==> config.mk <==
export PLATFORM = sky130hd
export DESIGN_NAME = bit_scan_encoder
export DESIGN_NICKNAME = d
export VERILOG_FILES = /design/src/rtl/bit_scan_encoder.sv
export SDC_FILE = /design/constraint.sdc
export NUM_CORES = 1
export LEC_CHECK = 0
export ABC_AREA = 1
export BUFFER_PORTS_ARGS = -buffer_cell sky130_fd_sc_hd__buf_2
export CAP_MARGIN = 20
export CELL_PAD_IN_SITES_DETAIL_PLACEMENT = 2
export CELL_PAD_IN_SITES_GLOBAL_PLACEMENT = 2
export CORE_MARGIN = 4
export CORE_UTILIZATION = 28
export DETAILED_ROUTE_END_ITERATION = 10
export HOLD_SLACK_MARGIN = 0.02
export PLACE_DENSITY_LB_ADDON = 0.1
export SLEW_MARGIN = 40
export SYNTH_ARGS = -nofsm -noshare
export SYNTH_HDL_FRONTEND = slang
export SYNTH_SLANG_ARGS = --single-unit
==> constraint.sdc <==
create_clock -name clk -period 3.6 [get_ports clk]
set_input_delay 0.72 -clock clk [delete_from_list [all_inputs] [get_ports clk]]
set_output_delay 0.72 -clock clk [all_outputs]
set_load 0.05 [all_outputs]
==> src/rtl/bit_scan_encoder.sv <==
// Sequential bit-scan encoder: captures a request vector, then emits the index of
// each set bit one beat at a time, highest-first or lowest-first per vector.
module bit_scan_encoder #(
  parameter  int WIDTH = 8,
  localparam int IDXW  = $clog2(WIDTH)
) (
  input  logic             clk,
  input  logic             rst,
  input  logic             iValid,
  output logic             oReady,
  input  logic [WIDTH-1:0] iData,
  input  logic             iMode,
  output logic             oValid,
  input  logic             iReady,
  output logic [IDXW-1:0]  oData,
  output logic             oLast,
  output logic             oEmpty
);

  typedef enum logic {IDLE, SCAN} state_t;

  state_t           state_q;
  logic [WIDTH-1:0] pend_q, pend_d;
  logic             mode_q;
  logic             empty_q;
  logic [IDXW-1:0]  idx;
  logic             one_hot;
  logic             scan;

  // Later loop iterations win, so loop order picks the end we scan from.
  always_comb begin
    idx = '0;
    if (mode_q) begin
      for (int i = WIDTH - 1; i >= 0; i--)
        if (pend_q[i]) idx = IDXW'(i);
    end else begin
      for (int i = 0; i < WIDTH; i++)
        if (pend_q[i]) idx = IDXW'(i);
    end
  end

  assign one_hot = (pend_q != '0) && ((pend_q & (pend_q - 1'b1)) == '0);
  assign pend_d  = pend_q & ~(WIDTH'(1) << idx);
  assign scan    = (state_q == SCAN);

  assign oReady = ~scan;
  assign oValid = scan;
  assign oData  = scan ? idx : '0;
  assign oLast  = scan & one_hot;
  assign oEmpty = empty_q;

  always_ff @(posedge clk) begin
    if (rst) begin
      state_q <= IDLE;
      pend_q  <= '0;
      mode_q  <= 1'b0;
      empty_q <= 1'b0;
    end else begin
      empty_q <= 1'b0;
      case (state_q)
        IDLE: begin
          if (iValid) begin
            pend_q <= iData;
            mode_q <= iMode;
            if (iData == '0) empty_q <= 1'b1;
            else             state_q <= SCAN;
          end
        end
        SCAN: begin
          if (iReady) begin
            if (one_hot) begin
              pend_q  <= '0;
              state_q <= IDLE;
            end else begin
              pend_q  <= pend_d;
            end
          end
        end
        default: state_q <= IDLE;
      endcase
    end
  end

endmodule

# --- Word-level counts from Yosys, hierarchy flattened ---
# Cells that the tools add are included.
op_classes:
  add_sub_neg: 1
  n_eq_ne: 2
  n_shift: 1
  mux: 27
  bitwise_logic: 6
  n_reduce_logical: 7
ops:
  columns: ["op", "n"]
  rows:
  - ["3-bit 2-to-1 mux", 16]
  - ["8-bit 2-to-1 mux", 3]
  - ["8-bit AND", 2]
  - ["8-bit logical NOT", 2]
  - ["8-bit one-hot mux with 2 select lines", 1]
  - ["8-bit NOT", 1]
  - ["8-bit nonzero test", 1]
  - ["1-bit by 3-bit left shift with 8-bit output (first input constant)", 1]
  - ["8-bit by 1-bit subtractor with 8-bit output (second input constant)", 1]
  - ["1-bit 2-to-1 mux", 6]
  - ["2-bit inequality test (second input constant)", 2]
  - ["2-bit AND reduction", 2]
  - ["3-bit OR reduction", 1]
  - ["1-bit NOT", 2]
  - ["1-bit one-hot mux with 2 select lines", 1]
  - ["1-bit AND", 1]
  - ["1-bit logical AND", 1]
totals:
  register_bits: 11
  input_bits: 13
  output_inout_bits: 7
  word_cells: 48

# --- Logic depth before layout (Yosys ltp) ---
# Gate-level depths: netlist (run 1).
logic_depth:
  ltp_word: 15
  mapped_depth: 11
  depth_no_buf: 11

# --- Least setup slack after synthesis (run 1) ---
# OpenSTA, ideal clock, no wires.
synth_path:
  path_kind: "register to output"
  start: "register state_q (netlist: oValid)"
  end: "output port oData[0]"
  t_arrival_ns: 1.980
  required_time_ns: 2.880
  slack_ns: 0.900
  path_stages_with_launch: 4
  path_buffers: 1
  path_cell_list: "dfxtp_1 -> buf_2 -> inv_1 -> a21oi_1"
synth_between:
  elab_chain_cells: 1
synth_rtl:
  columns: ["element", "line_no", "text"]
  rows:
  - ["start, declared", "22", "state_t state_q;"]
  - ["start signal, assigned", "54", "state_q <= IDLE;"]
  - ["start signal, assigned", "66", "else state_q <= SCAN;"]
  - ["start signal, assigned", "73", "state_q <= IDLE;"]
  - ["3-bit 2-to-1 mux", "48", "assign oData = scan ? idx : '0;"]
  - ["end, declared", "15", "output logic [IDXW-1:0] oData,"]
# No other way between the ends.

# --- Worst setup path in the final report (run 1) ---
layout_path:
  start: "register pend_q[0]"
  end: "output port oLast"
layout_between:
  elab_chain_cells: 5
  elab_cells_between_ends: 6
  cone_classes: "add/sub (1); bitwise (2); reduce/logical (3)"
layout_rtl:
  columns: ["element", "line_no", "text"]
  rows:
  - ["start, declared", "23", "logic [WIDTH-1:0] pend_q, pend_d;"]
  - ["start signal, assigned", "63", "pend_q <= iData;"]
  - ["start signal, assigned", "75", "pend_q <= pend_d;"]
  - ["8-bit by 1-bit subtractor with 8-bit output", "42", "assign one_hot = (pend_q != '0) && ((pend_q & (pend_q - 1'b1)) == '0);"]
  - ["8-bit AND", "42", null]
  - ["8-bit logical NOT", "42", null]
  - ["1-bit logical AND (*)", "42", null]
  - ["1-bit AND (*)", "49", "assign oLast = scan & one_hot;"]
  - ["end, declared", "16", "output logic oLast,"]
# Mark *: on every way between the ends. The rest lies on a longest branch, timed or not.

==> results of run 1 <==
-- per-layer routing --
metal	GRT usage	share of wire	vias up
met5	0	0	-
met4	0.0407	0.010	0
met3	0.0252	0.032	5
met2	0.285	0.48	18
met1	0.216	0.48	475
li1	-	-	487
-- Yosys cell counts --
master | n | share of area
nor2_2 | 2 | 0.015
o21ai_1 | 1 | 0.0061
inv_1 | 14 | 0.064
clkbuf_1 | 1 | 0.0046
buf_2 | 1 | 0.0061
and3_1 | 2 | 0.015
nand3_1 | 10 | 0.061
inv_2 | 4 | 0.018
dfxtp_1 | 11 | 0.27
a21oi_2 | 4 | 0.043
nor4_1 | 1 | 0.0076
o21ai_4 | 1 | 0.020
nand2_2 | 6 | 0.046
a21oi_1 | 8 | 0.049
o21ai_0 | 21 | 0.13
nand4_1 | 4 | 0.030
nor2_1 | 16 | 0.073
o21ai_2 | 1 | 0.011
nand4_2 | 1 | 0.015
nand2_1 | 26 | 0.12
-- worst max-delay path: stages (launching register included) --
cell and delay, ns:
dfxtp_1 0.38, nor2_2 0.18, nand2_2 0.10, inv_2 0.09
nand2_1 0.05, nand2_1 0.07, nand4_2 0.15, nor2_1 0.12
buf_2 0.27
-- flip-flops by register name, indices dropped and copies added, names as in the netlist --
name and flops:
mode_q 1, oEmpty 1, pend_q 8, oValid 1
-- logic make-up after synthesis --
family	Yosys count
compound gates	36
buf+inv	20
flops	11
simple gates	68
-- per-stage QoR --
step / setup WS, ns / power, mW / util / cell area, sq um / std cells
after floorplan: 0.900 / 0.292 / - / 821 / 135
after global placement: 1.54 / 0.341 / 0.340 / 946 / 183
after detailed placement: 1.49 / 0.346 / 0.340 / 946 / 183
after CTS: 1.18 / 0.441 / 0.350 / 972 / 187
after global routing: 1.04 / 0.475 / 0.350 / 972 / 187
final: 1.21 / 0.433 / 0.350 / 972 / 187
-- power breakdown --
part	total (mW)	switching, mW	internal, mW
combinational	0.194	0.138	0.0554
sequential	0.151	0.0176	0.133
clock	0.0887	0.0459	0.0429
total	0.433	0.202	0.231
-- worst paths after layout --
kind	start	cells past startpoint	end	slack [ns]
worst max-delay path	pend_q[0]$_SDFFE_PP0P_	8	oLast	1.21
worst max register to register	oValid$_SDFF_PP0_	6	pend_q[0]$_SDFFE_PP0P_	2.03
worst min register to register	pend_q[2]$_SDFFE_PP0P_	2	pend_q[2]$_SDFFE_PP0P_	0.55
worst min-delay path	pend_q[2]$_SDFFE_PP0P_	2	pend_q[2]$_SDFFE_PP0P_	0.55
-- area by class of cell --
cell class                 count  area (sq um)
fill                         352          1810
multi-input combinational    104           524
sequential                    11           220
timing repair buffer          19          95.1
inverter                      18          67.6
tap                           31          38.8
clock buffer                   4          26.3
==> results by group, run 1 <==
Die
  – Core area: approximately 2800 sq um
  – Io pins: 20
  – Height of the chip: a little over 60 um
  – Row count: 19
  – Initial Utilization: 0.295
  – Die area: 3860 sq um
  – Die Wd: around 62 um

Synth
  – Main combinational cell family by area after synthesis: simple AND/OR/NAND/NOR gates
  – Seq/Total Area, Yosys: 0.268
  – Post-Synth Simple-Gate Area: 0.383
  – Post-Synth Adder-Cell Area: 0
  – Post-synth cell types: 20
  – Yosys warns: 0
  – Multiplexer share of the synthesized area: 0
  – Synth Net Count: roughly 150
  – XOR/XNOR share of the synthesized area: 0
  – Cells after Synth: 135
  – Mean Syn Cell Area: approximately 6 sq um
  – Synth Area in Compound Gates: 0.256
  – Post-synth design cell area: approximately 820 sq um
  – Post-synthesis register bit count: 11

Layout
  – Final #Nets: between 150 and 200
  – Ant diodes: 0
  – Fraction of layout cells with a size suffix above 1: 0.263
  – Layout area overhead: 18.4%
  – Most common cell after layout, fill and taps aside: nand2_1
  – Most frequent cells in the layout: 26 x nand2_1, 21 x o21ai_0, 19 x buf_2

Status
  – Status: finished, final reports clean

Routing
  – Drt drc: 0
  – WL/cell: roughly 16 um
  – Drt total wl: a little over 3000 um
  – Initial DRC count: 28
  – ANT nets after route: 0
  – Pre-antenna DRT Iters: 3
  – Vias/cell: around 5.3
  – Via count: around 1000

Worst setup path
  – Worst EP required: about 2.9 ns
  – Setup Crit Path Kind: register to output pin
  – CP endpoint kind: output pin
  – CP max FO: 6
  – Worst setup SP type: register
  – CP Data Arrival Time: approximately 1.7 ns

STA
  – F_max: 418 MHz
  – Worst-Margin Slew: roughly 0.33 ns
  – Final setup vio count: 0
  – Final setup TNS: 0 ns
  – Final Critical Period: roughly 2.4 ns
  – Fin Hold WS: around 0.55 ns
  – Final hold vios: 0
  – RSZ-0062 raised after global routing: no
  – Period utilization: 0.665
  – Pins Over Slew Limit: 0
  – Max transition margin: 0.775
  – Setup Skew: just over 0.001 ns

Power and ir drop
  – Power Density: ~450 nW/um^2
  – LEAKAGE: ~0.46 nW
  – Worst VDD drop: 0.189 mV

Clock tree
  – Clock slew at reported path FFs: around 0.080 ns
  – Clock Sinks: 11
  – TritonCTS Buffers: 3
  – CTS hold repair buffers: 0
  – Root Buffer: clkbuf_4
  – Post-cts resize count: 0
  – H-Tree Depth: 1
  – CTS tree: yes
  – Deepest clock path buffer count: 2
  – Post-CTS Setup Inserts: 0
  – Clk_lat worst skew: 0.27 ns

GRT
  – Vias in the first global route: around 1100
  – Global-route wire length before repair: roughly 5300 um
  – Total congestion overflow: 0
  – Largest net degree at the start of global routing: 12
  – Global Route Usage Sum: 0.167
  – Initial antenna violation count: 0

Placement
  – DP Wirelength: 2500 um
  – Final GP Congestion: 0.770
  – Buffers on Ports: 19

Worst hold path
  – Min-delay worst type: register to register

Flow run
  – Max-cap check violation count: 0
Power figures use the tool's default switching activity.
==> inputs of run 2 (changes only) <==
- CORE_UTILIZATION: 28 -> 24
- clock period: 3.6 -> 2.2 ns (I/O delays scaled with it)
==> run 2 against run 1 <==
Sequential power is 61% higher. Cell area is 3.6% higher. Die area is 14% higher. Critical path depth is 1 higher. Non-clock buffer count is 1 higher. Clock power is 74% higher. Final cell count is 7.5% higher. Register-to-register slack worse by 1.3 ns. Via count is 0.81% higher. Critical endpoint is now oData[0].
==> results by group, run 2 (synthesized netlist as in run 1, its figures left out) <==
STA
  – Period utilization: 0.932
  – RSZ-0062 raised after global routing: no
  – Worst-Margin Slew: 0.386 ns (+0.0516 ns)
  – Final Critical Period: 2.05 ns
  – F_max: 488 MHz
  – Pins Over Slew Limit: 0 (unchanged)
  – Final hold vios: 0 (unchanged)
  – Final setup vio count: 0 (unchanged)
  – Final setup TNS: 0 ns (unchanged)
  – Setup Skew: 0.00932 ns (+0.00830 ns)
  – Max transition margin: 0.740 (-0.0348)

Layout
  – Reg with most FFs: pend_q
  – Final instance area: 1010 sq um (+3.6%)
  – Number of flip-flops in the largest register: 8 (unchanged)
  – Ant diodes: 0 (unchanged)
  – Fraction of layout cells with a size suffix above 1: 0.274 (+0.0111)
  – Most common cell after layout, fill and taps aside: nand2_1
  – Most frequent cells in the layout: 26 x nand2_1, 21 x o21ai_0, 16 x nor2_1, 16 x buf_2, 14 x inv_1
  – Final #Nets: 171 (+0.59%)
  – Layout area overhead: 22.7%

Power and ir drop
  – Power Density: 721 nW/um^2 (+62%)
  – Comb power frac: 0.454 (+0.007)
  – Pint: 385 uW (+66%)
  – Sequential share of power: 0.334 (-0.014)
  – Switching Fraction: 0.471 (+0.00504)
  – Clock power share: 0.212 (+0.007)
  – Worst VDD drop: 0.216 mV (+14%)
  – Switching power: 342 uW (+70%)
  – LEAKAGE: 0.465 nW (+0.83%)

Placement
  – Placed cell area: 973 sq um (+2.9%)
  – Buffers on Ports: 19 (unchanged)
  – DP Wirelength: 2560 um (+2.4%)
  – Final GP Congestion: 0.823 (+6.8%)

Clock tree
  – CTS tree: yes
  – Clock slew at reported path FFs: 0.09 ns (about the same)
  – TritonCTS Buffers: 3 (unchanged)
  – H-Tree Depth: 1 (unchanged)
  – Root Buffer: clkbuf_4
  – CTS hold repair buffers: 0 (unchanged)
  – Deepest clock path buffer count: 2 (unchanged)
  – Clk_lat worst skew: 0.28 ns (about the same)
  – Clock Sinks: 11 (unchanged)
  – Post-CTS Setup Inserts: 0 (unchanged)

Routing
  – Vias/cell: 4.94 (-6.2%)
  – Drt total wl: 3150 um (+4.4%)
  – Pre-antenna DRT Iters: 4 (+1)
  – Via count: 993 (+0.81%)
  – WL/cell: 15.7 um (-2.8%)
  – Drt drc: 0 (unchanged)
  – ANT nets after route: 0 (unchanged)
  – Initial DRC count: 17 (-39%)

Worst hold path
  – Min-delay worst type: input pin to register

Worst setup path
  – R2r setup slk: 0.68 ns (-1.35 ns)
  – Worst EP required: 1.76 ns (-1.12 ns)
  – CP endpoint kind: output pin
  – Setup Crit Path Kind: register to output pin
  – CP Data Arrival Time: 1.61 ns (-0.06 ns)
  – CP max FO: 6 (unchanged)
  – Worst setup SP type: register

GRT
  – Initial antenna violation count: 0 (unchanged)
  – Global-route wire length before repair: 5210 um (-1.0%)
  – Total congestion overflow: 0 (unchanged)
  – Largest net degree at the start of global routing: 12 (unchanged)
  – Vias in the first global route: 1043 (-2.8%)
  – Global Route Usage Sum: 0.161 (-0.00566)

Die
  – Height of the chip: 66.5 um (+7.0%)
  – Initial Utilization: 0.260 (-0.0348)
  – Core area: 3150 sq um (+13%)
  – Die Wd: 66.5 um (+7.0%)
  – Io pins: 20 (unchanged)
  – Die area: 4420 sq um (+14%)
  – Row count: 20 (+1)

Flow run
  – Max-cap check violation count: 0 (unchanged)

Status
  – Status: finished, final reports clean
[run 2: cell count changes in the layout (fill, tap and decap cells not counted), sizes merged]
cell / before / now
clkbuf: 4 / 7
buf: 19 / 17
[run 2: power by group through the flow]
| stage | Combinational, mW | Sequential (mW) | Clock, mW |
|---|---|---|---|
| after floorplan | 0.235 | 0.245 | 0 |
| final | 0.330 | 0.243 | 0.154 |
| after global placement | 0.318 | 0.247 | 0 |
| after global routing | 0.367 | 0.247 | 0.167 |
| after detailed placement | 0.329 | 0.247 | 0 |
| after CTS | 0.333 | 0.242 | 0.161 |
[run 2: final timing paths]
path / startpoint / to / depth (start not counted)
max: pend_q[5]$_SDFFE_PP0P_ / oData[0] / 9
min: iMode / mode_q$_SDFFE_PP0P_ / 3
max reg2reg: pend_q[2]$_SDFFE_PP0P_ / pend_q[5]$_SDFFE_PP0P_ / 8
min reg2reg: pend_q[2]$_SDFFE_PP0P_ / pend_q[2]$_SDFFE_PP0P_ / 2
[run 2: metrics by stage]
| stage | total power, mW | hold WS [ns] | utilization | setup WS (ns) | std cells |
|---|---|---|---|---|---|
| floorplan | 0.480 | 0.478 | - | -0.120 | 135 |
| global placement | 0.565 | 0.527 | 0.309 | 0.390 | 197 |
| detailed placement | 0.576 | 0.534 | 0.309 | 0.364 | 197 |
| CTS | 0.736 | 0.437 | 0.317 | 0.0512 | 201 |
| global route | 0.781 | 0.481 | 0.319 | 0.00349 | 201 |
| finish | 0.727 | 0.445 | 0.319 | 0.149 | 201 |
[run 2: per-layer routing]
layer | up-vias | track usage | routed length (um)
li1 | 492 | - | -
met1 | 476 | 0.197 | 1440
met2 | 18 | 0.280 | 1580
met3 | 7 | 0.0253 | 71
met4 | 0 | 0.0609 | 64
met5 | - | 0 | 0
[run 2: cell type report]
type | instances | area (sq um)
clock buffer | 4 | 26.3
fill | 425 | 2150
inverter | 18 | 67.6
multi-input combinational | 104 | 528
sequential | 11 | 220
tap | 44 | 55.1
timing repair buffer | 20 | 110
[run 2: repair_timing]
item	in CTS	in global routing
endpoints found under the hold margin	0	0
gates resized for setup	0	3
setup endpoints to repair	0	3
[run 2: critical path: stages, from the launching register on]
cell and delay [ns]:
dfxtp_1 0.41, inv_2 0.07, nand2_2 0.09, nand3_1 0.07, nand2_1 0.06, nand2_1 0.06
nand2_1 0.07, nand2_2 0.10, a21oi_2 0.15, clkbuf_4 0.24
